===== src/rtl/axi8_lite_master.sv =====
// Single-outstanding AXI8-lite initiator: turns local commands into AW/W/B or AR/R handshakes.
// Optional per-handshake timeout is built when AXI8M_TIMEOUT_EN is defined.
module axi8_lite_master #(
   parameter int unsigned TIMEOUT_CYCLES = 255
) (
   input  logic       clk,
   input  logic       rst_n,
   input  logic       cmd_valid,
   output logic       cmd_ready,
   input  logic       cmd_write,
   input  logic       cmd_addr,
   input  logic       cmd_wstrb,
   input  logic [7:0] cmd_wdata,
   output logic       rsp_valid,
   input  logic       rsp_ready,
   output logic [7:0] rsp_rdata,
   output logic       rsp_err,
   output logic       m_awvalid,
   input  logic       m_awready,
   output logic       m_wvalid,
   input  logic       m_wready,
   output logic [7:0] m_wdata,
   output logic       m_wstrb,
   output logic       m_addr,
   input  logic       m_bvalid,
   output logic       m_bready,
   output logic       m_arvalid,
   input  logic       m_arready,
   input  logic       m_rvalid,
   output logic       m_rready,
   input  logic [7:0] m_rdata
);
   typedef enum logic [2:0] {IDLE, WRITE, WRESP, RADDR, RDATA, RESP} state_t;

   state_t     state_reg, state_next;
   logic       awvalid_reg, awvalid_next;
   logic       wvalid_reg, wvalid_next;
   logic       bready_reg, bready_next;
   logic       arvalid_reg, arvalid_next;
   logic       rready_reg, rready_next;
   logic       rsp_valid_reg, rsp_valid_next;
   logic [7:0] rdata_reg, rdata_next;
   logic       addr_reg, addr_next;
   logic       wstrb_reg, wstrb_next;
   logic [7:0] wdata_reg, wdata_next;
`ifdef AXI8M_TIMEOUT_EN
   logic [7:0] cnt_reg, cnt_next;
   logic       err_reg, err_next;
   logic       handshake;
`endif

   always_ff @(posedge clk or negedge rst_n) begin
      if (!rst_n) begin
         state_reg     <= IDLE;
         awvalid_reg   <= 1'b0;
         wvalid_reg    <= 1'b0;
         bready_reg    <= 1'b0;
         arvalid_reg   <= 1'b0;
         rready_reg    <= 1'b0;
         rsp_valid_reg <= 1'b0;
         rdata_reg     <= 8'h00;
         addr_reg      <= 1'b0;
         wstrb_reg     <= 1'b0;
         wdata_reg     <= 8'h00;
`ifdef AXI8M_TIMEOUT_EN
         cnt_reg       <= 8'h00;
         err_reg       <= 1'b0;
`endif
      end else begin
         state_reg     <= state_next;
         awvalid_reg   <= awvalid_next;
         wvalid_reg    <= wvalid_next;
         bready_reg    <= bready_next;
         arvalid_reg   <= arvalid_next;
         rready_reg    <= rready_next;
         rsp_valid_reg <= rsp_valid_next;
         rdata_reg     <= rdata_next;
         addr_reg      <= addr_next;
         wstrb_reg     <= wstrb_next;
         wdata_reg     <= wdata_next;
`ifdef AXI8M_TIMEOUT_EN
         cnt_reg       <= cnt_next;
         err_reg       <= err_next;
`endif
      end
   end

   always_comb begin
      state_next     = state_reg;
      awvalid_next   = awvalid_reg;
      wvalid_next    = wvalid_reg;
      bready_next    = bready_reg;
      arvalid_next   = arvalid_reg;
      rready_next    = rready_reg;
      rsp_valid_next = rsp_valid_reg;
      rdata_next     = rdata_reg;
      addr_next      = addr_reg;
      wstrb_next     = wstrb_reg;
      wdata_next     = wdata_reg;
`ifdef AXI8M_TIMEOUT_EN
      cnt_next       = cnt_reg;
      err_next       = err_reg;
      handshake      = (awvalid_reg & m_awready) | (wvalid_reg & m_wready) |
                       (bready_reg & m_bvalid) | (arvalid_reg & m_arready) |
                       (rready_reg & m_rvalid);
`endif
      case (state_reg)
         IDLE: begin
            if (cmd_valid) begin
               addr_next  = cmd_addr;
               wstrb_next = cmd_wstrb;
               wdata_next = cmd_wdata;
               if (cmd_write) begin
                  state_next   = WRITE;
                  awvalid_next = 1'b1;
                  wvalid_next  = 1'b1;
               end else begin
                  state_next   = RADDR;
                  arvalid_next = 1'b1;
               end
            end
         end
         WRITE: begin
            // AW and W complete independently; B is only awaited once both are done
            if (awvalid_reg && m_awready) awvalid_next = 1'b0;
            if (wvalid_reg && m_wready)   wvalid_next  = 1'b0;
            if (!awvalid_next && !wvalid_next) begin
               state_next  = WRESP;
               bready_next = 1'b1;
            end
         end
         WRESP: begin
            if (m_bvalid) begin
               state_next     = RESP;
               bready_next    = 1'b0;
               rsp_valid_next = 1'b1;
               rdata_next     = 8'h00;
            end
         end
         RADDR: begin
            if (m_arready) begin
               state_next   = RDATA;
               arvalid_next = 1'b0;
               rready_next  = 1'b1;
            end
         end
         RDATA: begin
            if (m_rvalid) begin
               state_next     = RESP;
               rready_next    = 1'b0;
               rsp_valid_next = 1'b1;
               rdata_next     = m_rdata;
            end
         end
         RESP: begin
            if (rsp_ready) begin
               state_next     = IDLE;
               rsp_valid_next = 1'b0;
            end
         end
         default: state_next = IDLE;
      endcase
`ifdef AXI8M_TIMEOUT_EN
      // Abort overrides whatever the state case decided for this edge
      if (state_reg == IDLE) begin
         cnt_next = 8'h00;
      end else if (state_reg != RESP) begin
         if (handshake) begin
            cnt_next = 8'h00;
         end else if (cnt_reg == 8'(TIMEOUT_CYCLES - 1)) begin
            state_next     = RESP;
            awvalid_next   = 1'b0;
            wvalid_next    = 1'b0;
            bready_next    = 1'b0;
            arvalid_next   = 1'b0;
            rready_next    = 1'b0;
            rsp_valid_next = 1'b1;
            rdata_next     = 8'h00;
            err_next       = 1'b1;
            cnt_next       = 8'h00;
         end else begin
            cnt_next = cnt_reg + 8'd1;
         end
      end
      if (state_reg == RESP && rsp_ready) err_next = 1'b0;
`endif
   end

   assign cmd_ready = (state_reg == IDLE);
   assign rsp_valid = rsp_valid_reg;
   assign rsp_rdata = rdata_reg;
   assign m_awvalid = awvalid_reg;
   assign m_wvalid  = wvalid_reg;
   assign m_wdata   = wdata_reg;
   assign m_wstrb   = wstrb_reg;
   assign m_addr    = addr_reg;
   assign m_bready  = bready_reg;
   assign m_arvalid = arvalid_reg;
   assign m_rready  = rready_reg;
`ifdef AXI8M_TIMEOUT_EN
   assign rsp_err   = err_reg;
`else
   assign rsp_err   = 1'b0;
`endif
endmodule


===== config.mk =====
export PLATFORM = sky130hd
export DESIGN_NAME = axi8_lite_master
export DESIGN_NICKNAME = d
export VERILOG_FILES = /design/src/rtl/axi8_lite_master.sv
export SDC_FILE = /design/constraint.sdc
export NUM_CORES = 1
export LEC_CHECK = 0
export CAP_MARGIN = 20
export CORE_ASPECT_RATIO = 1.25
export CORE_MARGIN = 2
export CORE_UTILIZATION = 29
export CTS_BUF_LIST = sky130_fd_sc_hd__clkbuf_4
export DETAILED_ROUTE_END_ITERATION = 8
export HOLD_SLACK_MARGIN = 0.06
export PLACE_DENSITY = 0.62
export SYNTH_ARGS = -nofsm -noshare
export SYNTH_HDL_FRONTEND = slang
export SYNTH_SLANG_ARGS = --single-unit

===== constraint.sdc =====
create_clock -name clk -period 1.3 [get_ports clk]
set_input_delay 0.26 -clock clk [delete_from_list [all_inputs] [get_ports clk]]
set_output_delay 0.26 -clock clk [all_outputs]
set_load 0.02 [all_outputs]

Word-level counts from Yosys, hierarchy flattened
Cells that the tools add are included.
{"block": "totals", "elab_cells": 77, "ff_bits": 27, "in_bits": 28, "output_inout_bits": 26}
{"block": "classes", "n_mux": 33, "eq_ne": 13, "n_reduce_logical": 20}
{"op": "$mux W3", "count": 6}
{"op": "$pmux W3 S6", "count": 1}
{"op": "$mux W1", "count": 16}
{"op": "$mux W8", "count": 2}
{"op": "$pmux W8 S2", "count": 1}
{"op": "$ne A2 B2 Y1 const B", "count": 7}
{"op": "$reduce_and A3 Y1", "count": 4}
{"op": "$pmux W1 S2", "count": 5}
{"op": "$reduce_bool A2 Y1", "count": 5}
{"op": "$reduce_and A4 Y1", "count": 2}
{"op": "$eq A3 B2 Y1 const B", "count": 2}
{"op": "$eq A3 B3 Y1 const B", "count": 2}
{"op": "$reduce_and A6 Y1", "count": 1}
{"op": "$eq A3 B1 Y1 const B", "count": 1}
{"op": "$logic_and A1 B1 Y1", "count": 3}
{"op": "$logic_not A3 Y1", "count": 1}
{"op": "$pmux W1 S3", "count": 1}
{"op": "$reduce_bool A3 Y1", "count": 1}
{"op": "$logic_not A1 Y1", "count": 2}
{"op": "$mux W2", "count": 1}
{"op": "$ne A2 B1 Y1 const B", "count": 1}
{"op": "$reduce_and A2 Y1", "count": 1}

Longest topological paths before layout
{"block": "logic_depth", "word_depth": 7, "depth_mapped": 5, "mapped_depth_nobuf": 3}

Worst setup path after synthesis
No wires, ideal clock.
{"block": "synth_path", "kind": "register to register", "start": "register state_reg[2]", "end": "register addr_reg (netlist: m_addr)", "n_path_buf": 2, "setup_slack_ns": -0.094, "path_stages_with_launch": 5, "required_time_ns": 1.173, "setup_time_ns": 0.127, "arrival_ns": 1.267, "period_less_slack_ns": 1.394, "cell_sequence": "dfrtp_1 -> buf_4 -> nor4b_4 -> buf_6 -> mux2_1"}
{"block": "synth_between", "elab_chain_len": 2}
{"item": "start, declared", "line": "35", "rtl": "state_t state_reg, state_next;"}
{"item": "start signal, assigned", "line": "70", "rtl": "state_reg <= state_next;"}
{"item": "$logic_not A3 Y1", "line": "107", "rtl": "case (state_reg)"}
{"item": "$reduce_and A2 Y1 (no source line)"}
{"item": "end signal, assigned", "line": "78", "rtl": "addr_reg <= addr_next;"}
{"item": "end, declared", "line": "43", "rtl": "logic addr_reg, addr_next;"}
Every way passes these cells.
A chain may end at the register's enable or synchronous reset.

Final worst setup path
{"block": "layout_path", "start": "register state_reg[1]", "end": "output port cmd_ready"}
{"block": "layout_between", "elab_chain_len": 1}
{"item": "$logic_not A3 Y1", "line": "189", "rtl": "assign cmd_ready = (state_reg == IDLE);"}
{"item": "end, declared", "line": "9", "rtl": "output logic cmd_ready,"}
Every way passes these cells.

==> flow_summary.json <==
{
  "worstSetupEndpointType": "output pin",
  "critical_path_required_ps": 1040,
  "floorplan.rows": 26,
  "layout_min_cycle_time_ps": 1490,
  "asyncSetResetFlopFracSynth_pct": 100,
  "finalHoldViolCount": 0,
  "postSynthAreaPerCell_um2": 12.8,
  "tritoncts_num_sinks": 27,
  "place.detailed.hpwl_mm": 2.35,
  "synthDistinctLibCells": 30,
  "post_drt_wl_per_cell_um": 14.6,
  "tritoncts": "yes",
  "track_usage_pct": 14.0,
  "yosysWarnings": 0,
  "via_count_of_the_first_global_routing_pass": 1053,
  "final.setup.worst_slack_ps": -190,
  "area.sequential_um2": 678,
  "critPathLaunchType": "flop",
  "fin_total_pwr_mw": 4.59,
  "p_sw_mw": 1.88,
  "worst-path-max-fanout": 2,
  "powerDensity_mw_per_mm2": 2330,
  "postRouteWirelength_mm": 3.28,
  "drt_iter0_drc": 19,
  "critPathKind": "flop to output pin",
  "dr_total_vias": 1062,
  "grt_pass1_wl_mm": 4.98,
  "r2r-start": "state_reg[1]$_DFFE_PN0P_",
  "cellLeakagePower_nw": 0.905,
  "clkPwrFrac_pct": 8.2,
  "worst_clock_skew_ps": 5.59,
  "finalCoreUtilization_pct": 48.8,
  "antenna_found_initial": 0,
  "yosys_register_bits": 27,
  "postSynthNetCount": 122,
  "post_route_cells_drive_above_1_share_pct": 43.5,
  "cts_hold_repair.buffers": 0,
  "run_status": "finished, violations left",
  "nFillCells": 392,
  "pin_count_of_the_biggest_net_entering_global_routing": 28,
  "antennaDiodeCount": 0,
  "r2r-end": "m_wdata[0]$_DFFE_PN0P_",
  "multi_input_area_um2": 557,
  "power.sequential.fraction_pct": 32.3,
  "grt_setup_unrepaired": "yes",
  "maxCapViolations": 0,
  "die-area_mm2": 0.00469,
  "number_of_max_slew_violations_in_the_final_report": 0,
  "switching_share_pct": 40.9,
  "p_int_mw": 2.71,
  "cts_max_level": 1,
  "violations_in_the_final_reports": "negative setup slack",
  "synth_cells": 94,
  "ant_nets": 0,
  "gr-total-overflow": 0,
  "r2r_slack_ps": -190,
  "drc_errors": 0,
  "post_synth_instance_area_mm2": 0.00120,
  "finalCritPeriodShare_pct": 115,
  "clkTransAtPathRegs_ps": 150,
  "timing.reg2reg.worst_path_depth": 4,
  "detail_route.vias_per_cell": 4.74,
  "yosysSeqAreaShare_pct": 56.1,
  "synth_edf_count": 0,
  "effective_utilization_at_floorplan_pct": 29.8,
  "clock-root-buffer": "clkbuf_4",
  "die-height_um": 76.0,
  "critical_path_arrival_ps": 1230,
  "detail_route.first_pass.iterations": 4,
  "floorplan.io_pins": 54,
  "core_area_mm2": 0.00403,
  "finalHoldWorstSlack_ps": 258,
  "finalSetupViolations": 22,
  "insertion_delay_ps": 330,
  "area_growth_syn_to_layout_pct": 63.6,
  "ctsLongestPathBuffers": 2,
  "final_nets": 197,
  "die_wd_um": 61.6,
  "achievable-frequency_ghz": 0.671,
  "hold_path.class": "primary input to asynchronous set/reset pin",
  "combPwrFrac_pct": 59.5,
  "power.ir.vdd_worst_mv": 0.768,
  "synth-main-ff-cell": "dfrtp_1",
  "placement.io_buffers": 52,
  "gpl.final_weighted_congestion": 0.746,
  "tritoncts_buffers": 3
}
-- power by group through the flow --
stage,logic (mW),registers [mW],clock network (mW)
after CTS,2.65,1.49,0.384
final,2.73,1.48,0.375
after global placement,2.56,1.49,0
after global routing,2.94,1.54,0.419
after detailed placement,2.62,1.50,0
after floorplan,0.834,1.98,0
-- placed cells by master (no fill, tap or decap), types with 2 or more instances in the layout --
| master | Yosys | layout |
|---|---|---|
| clkdlybuf4s50_1 | 0 | 27 |
| dfrtp_1 | 27 | 25 |
| clkbuf_2 | 0 | 20 |
| buf_4 | 2 | 17 |
| a22o_1 | 8 | 8 |
| mux2_4 | 0 | 8 |
| nor2_1 | 5 | 5 |
| buf_6 | 2 | 5 |
| nand2_1 | 4 | 4 |
| nand2b_1 | 5 | 3 |
| o21ai_1 | 3 | 3 |
| a31oi_1 | 3 | 3 |
| clkbuf_4 | 0 | 3 |
| nand3_1 | 2 | 2 |
| nand2b_4 | 0 | 2 |
| mux2_1 | 10 | 2 |
| a21oi_2 | 1 | 2 |
| o2bb2ai_1 | 2 | 2 |
| inv_1 | 2 | 2 |
| buf_2 | 1 | 2 |
| clkdlybuf4s15_2 | 0 | 2 |
| buf_12 | 0 | 2 |
| dfrtp_2 | 0 | 2 |
-- per-layer routing --
metal	vias to the layer above	share of wire, %	global-route usage, %
met5	-	0	0
met4	0	1.6	5.32
met3	4	8.3	3.90
met2	47	53	23.4
met1	520	37	16.5
li1	491	-	-
-- logic make-up after synthesis --
| logic type | after synthesis | share of synthesized area, % |
|---|---|---|
| compound gates | 26 | 16.8 |
| buf+inv | 7 | 4.16 |
| other cells | 1 | 0.312 |
| flops | 27 | 56.1 |
| simple gates | 23 | 13.2 |
| mux | 10 | 9.36 |
-- timing repair --
action,CTS,global route
endpoints found under the hold margin,0,0
pin swaps,9,3
buffers inserted,3,4
endpoints found under the setup margin,47,50
gates cloned,0,0
gates resized for setup,66,34
-- metrics by stage --
stage                     std cells  instance area, um2  worst slack, ps  TNS (ps)
final                           224                1970             -190     -2780
after global routing            224                1970             -262     -4030
after CTS                       220                1990             -202     -2920
after detailed placement        213                1900             -352     -6630
after global placement          213                1900             -298     -6190
after floorplan                  94                1210            -63.6      -636
-- synthesized netlist by cell type (2+ instances only) --
cell type	n	area, um2
inv_1	2	7.51
nor2_1	5	18.8
a31oi_1	3	18.8
nand2_1	4	15.0
nand3_1	2	10.0
nand2b_1	5	31.3
buf_4	2	15.0
mux2_1	10	113
a22o_1	8	70.1
dfrtp_1	27	676
a21oi_1	3	15.0
buf_6	2	22.5
o21ai_1	3	15.0
o2bb2ai_1	2	17.5
-- critical path: stages (launching register included) --
cell	delay (ps)
dfrtp_2	430
or2_1	220
nor2_1	100
buf_4	150
-- final cells by class --
cell class / count / area share, %
clock buffer: 3 / 1.14
clock inverter: 1 / 0.381
inverter: 2 / 0.381
multi-input combinational: 60 / 28.3
sequential: 27 / 34.4
tap: 56 / 3.56
timing repair buffer: 75 / 31.8
-- worst max-delay path by stage --
stage | start | end | slack, ps | cells after the start
after floorplan | state_reg[0]$_DFFE_PN0P_ | m_addr$_DFFE_PN0P_ | -60 | 3
after CTS | state_reg[1]$_DFFE_PN0P_ | cmd_ready | -200 | 3
after detailed placement | cmd_valid | m_wstrb$_DFFE_PN0P_ | -350 | 4
final | state_reg[1]$_DFFE_PN0P_ | cmd_ready | -190 | 3
after global routing | state_reg[1]$_DFFE_PN0P_ | cmd_ready | -260 | 3
after global placement | cmd_valid | m_wdata[3]$_DFFE_PN0P_ | -300 | 4
Note: power is estimated with default switching activity, not from simulation.
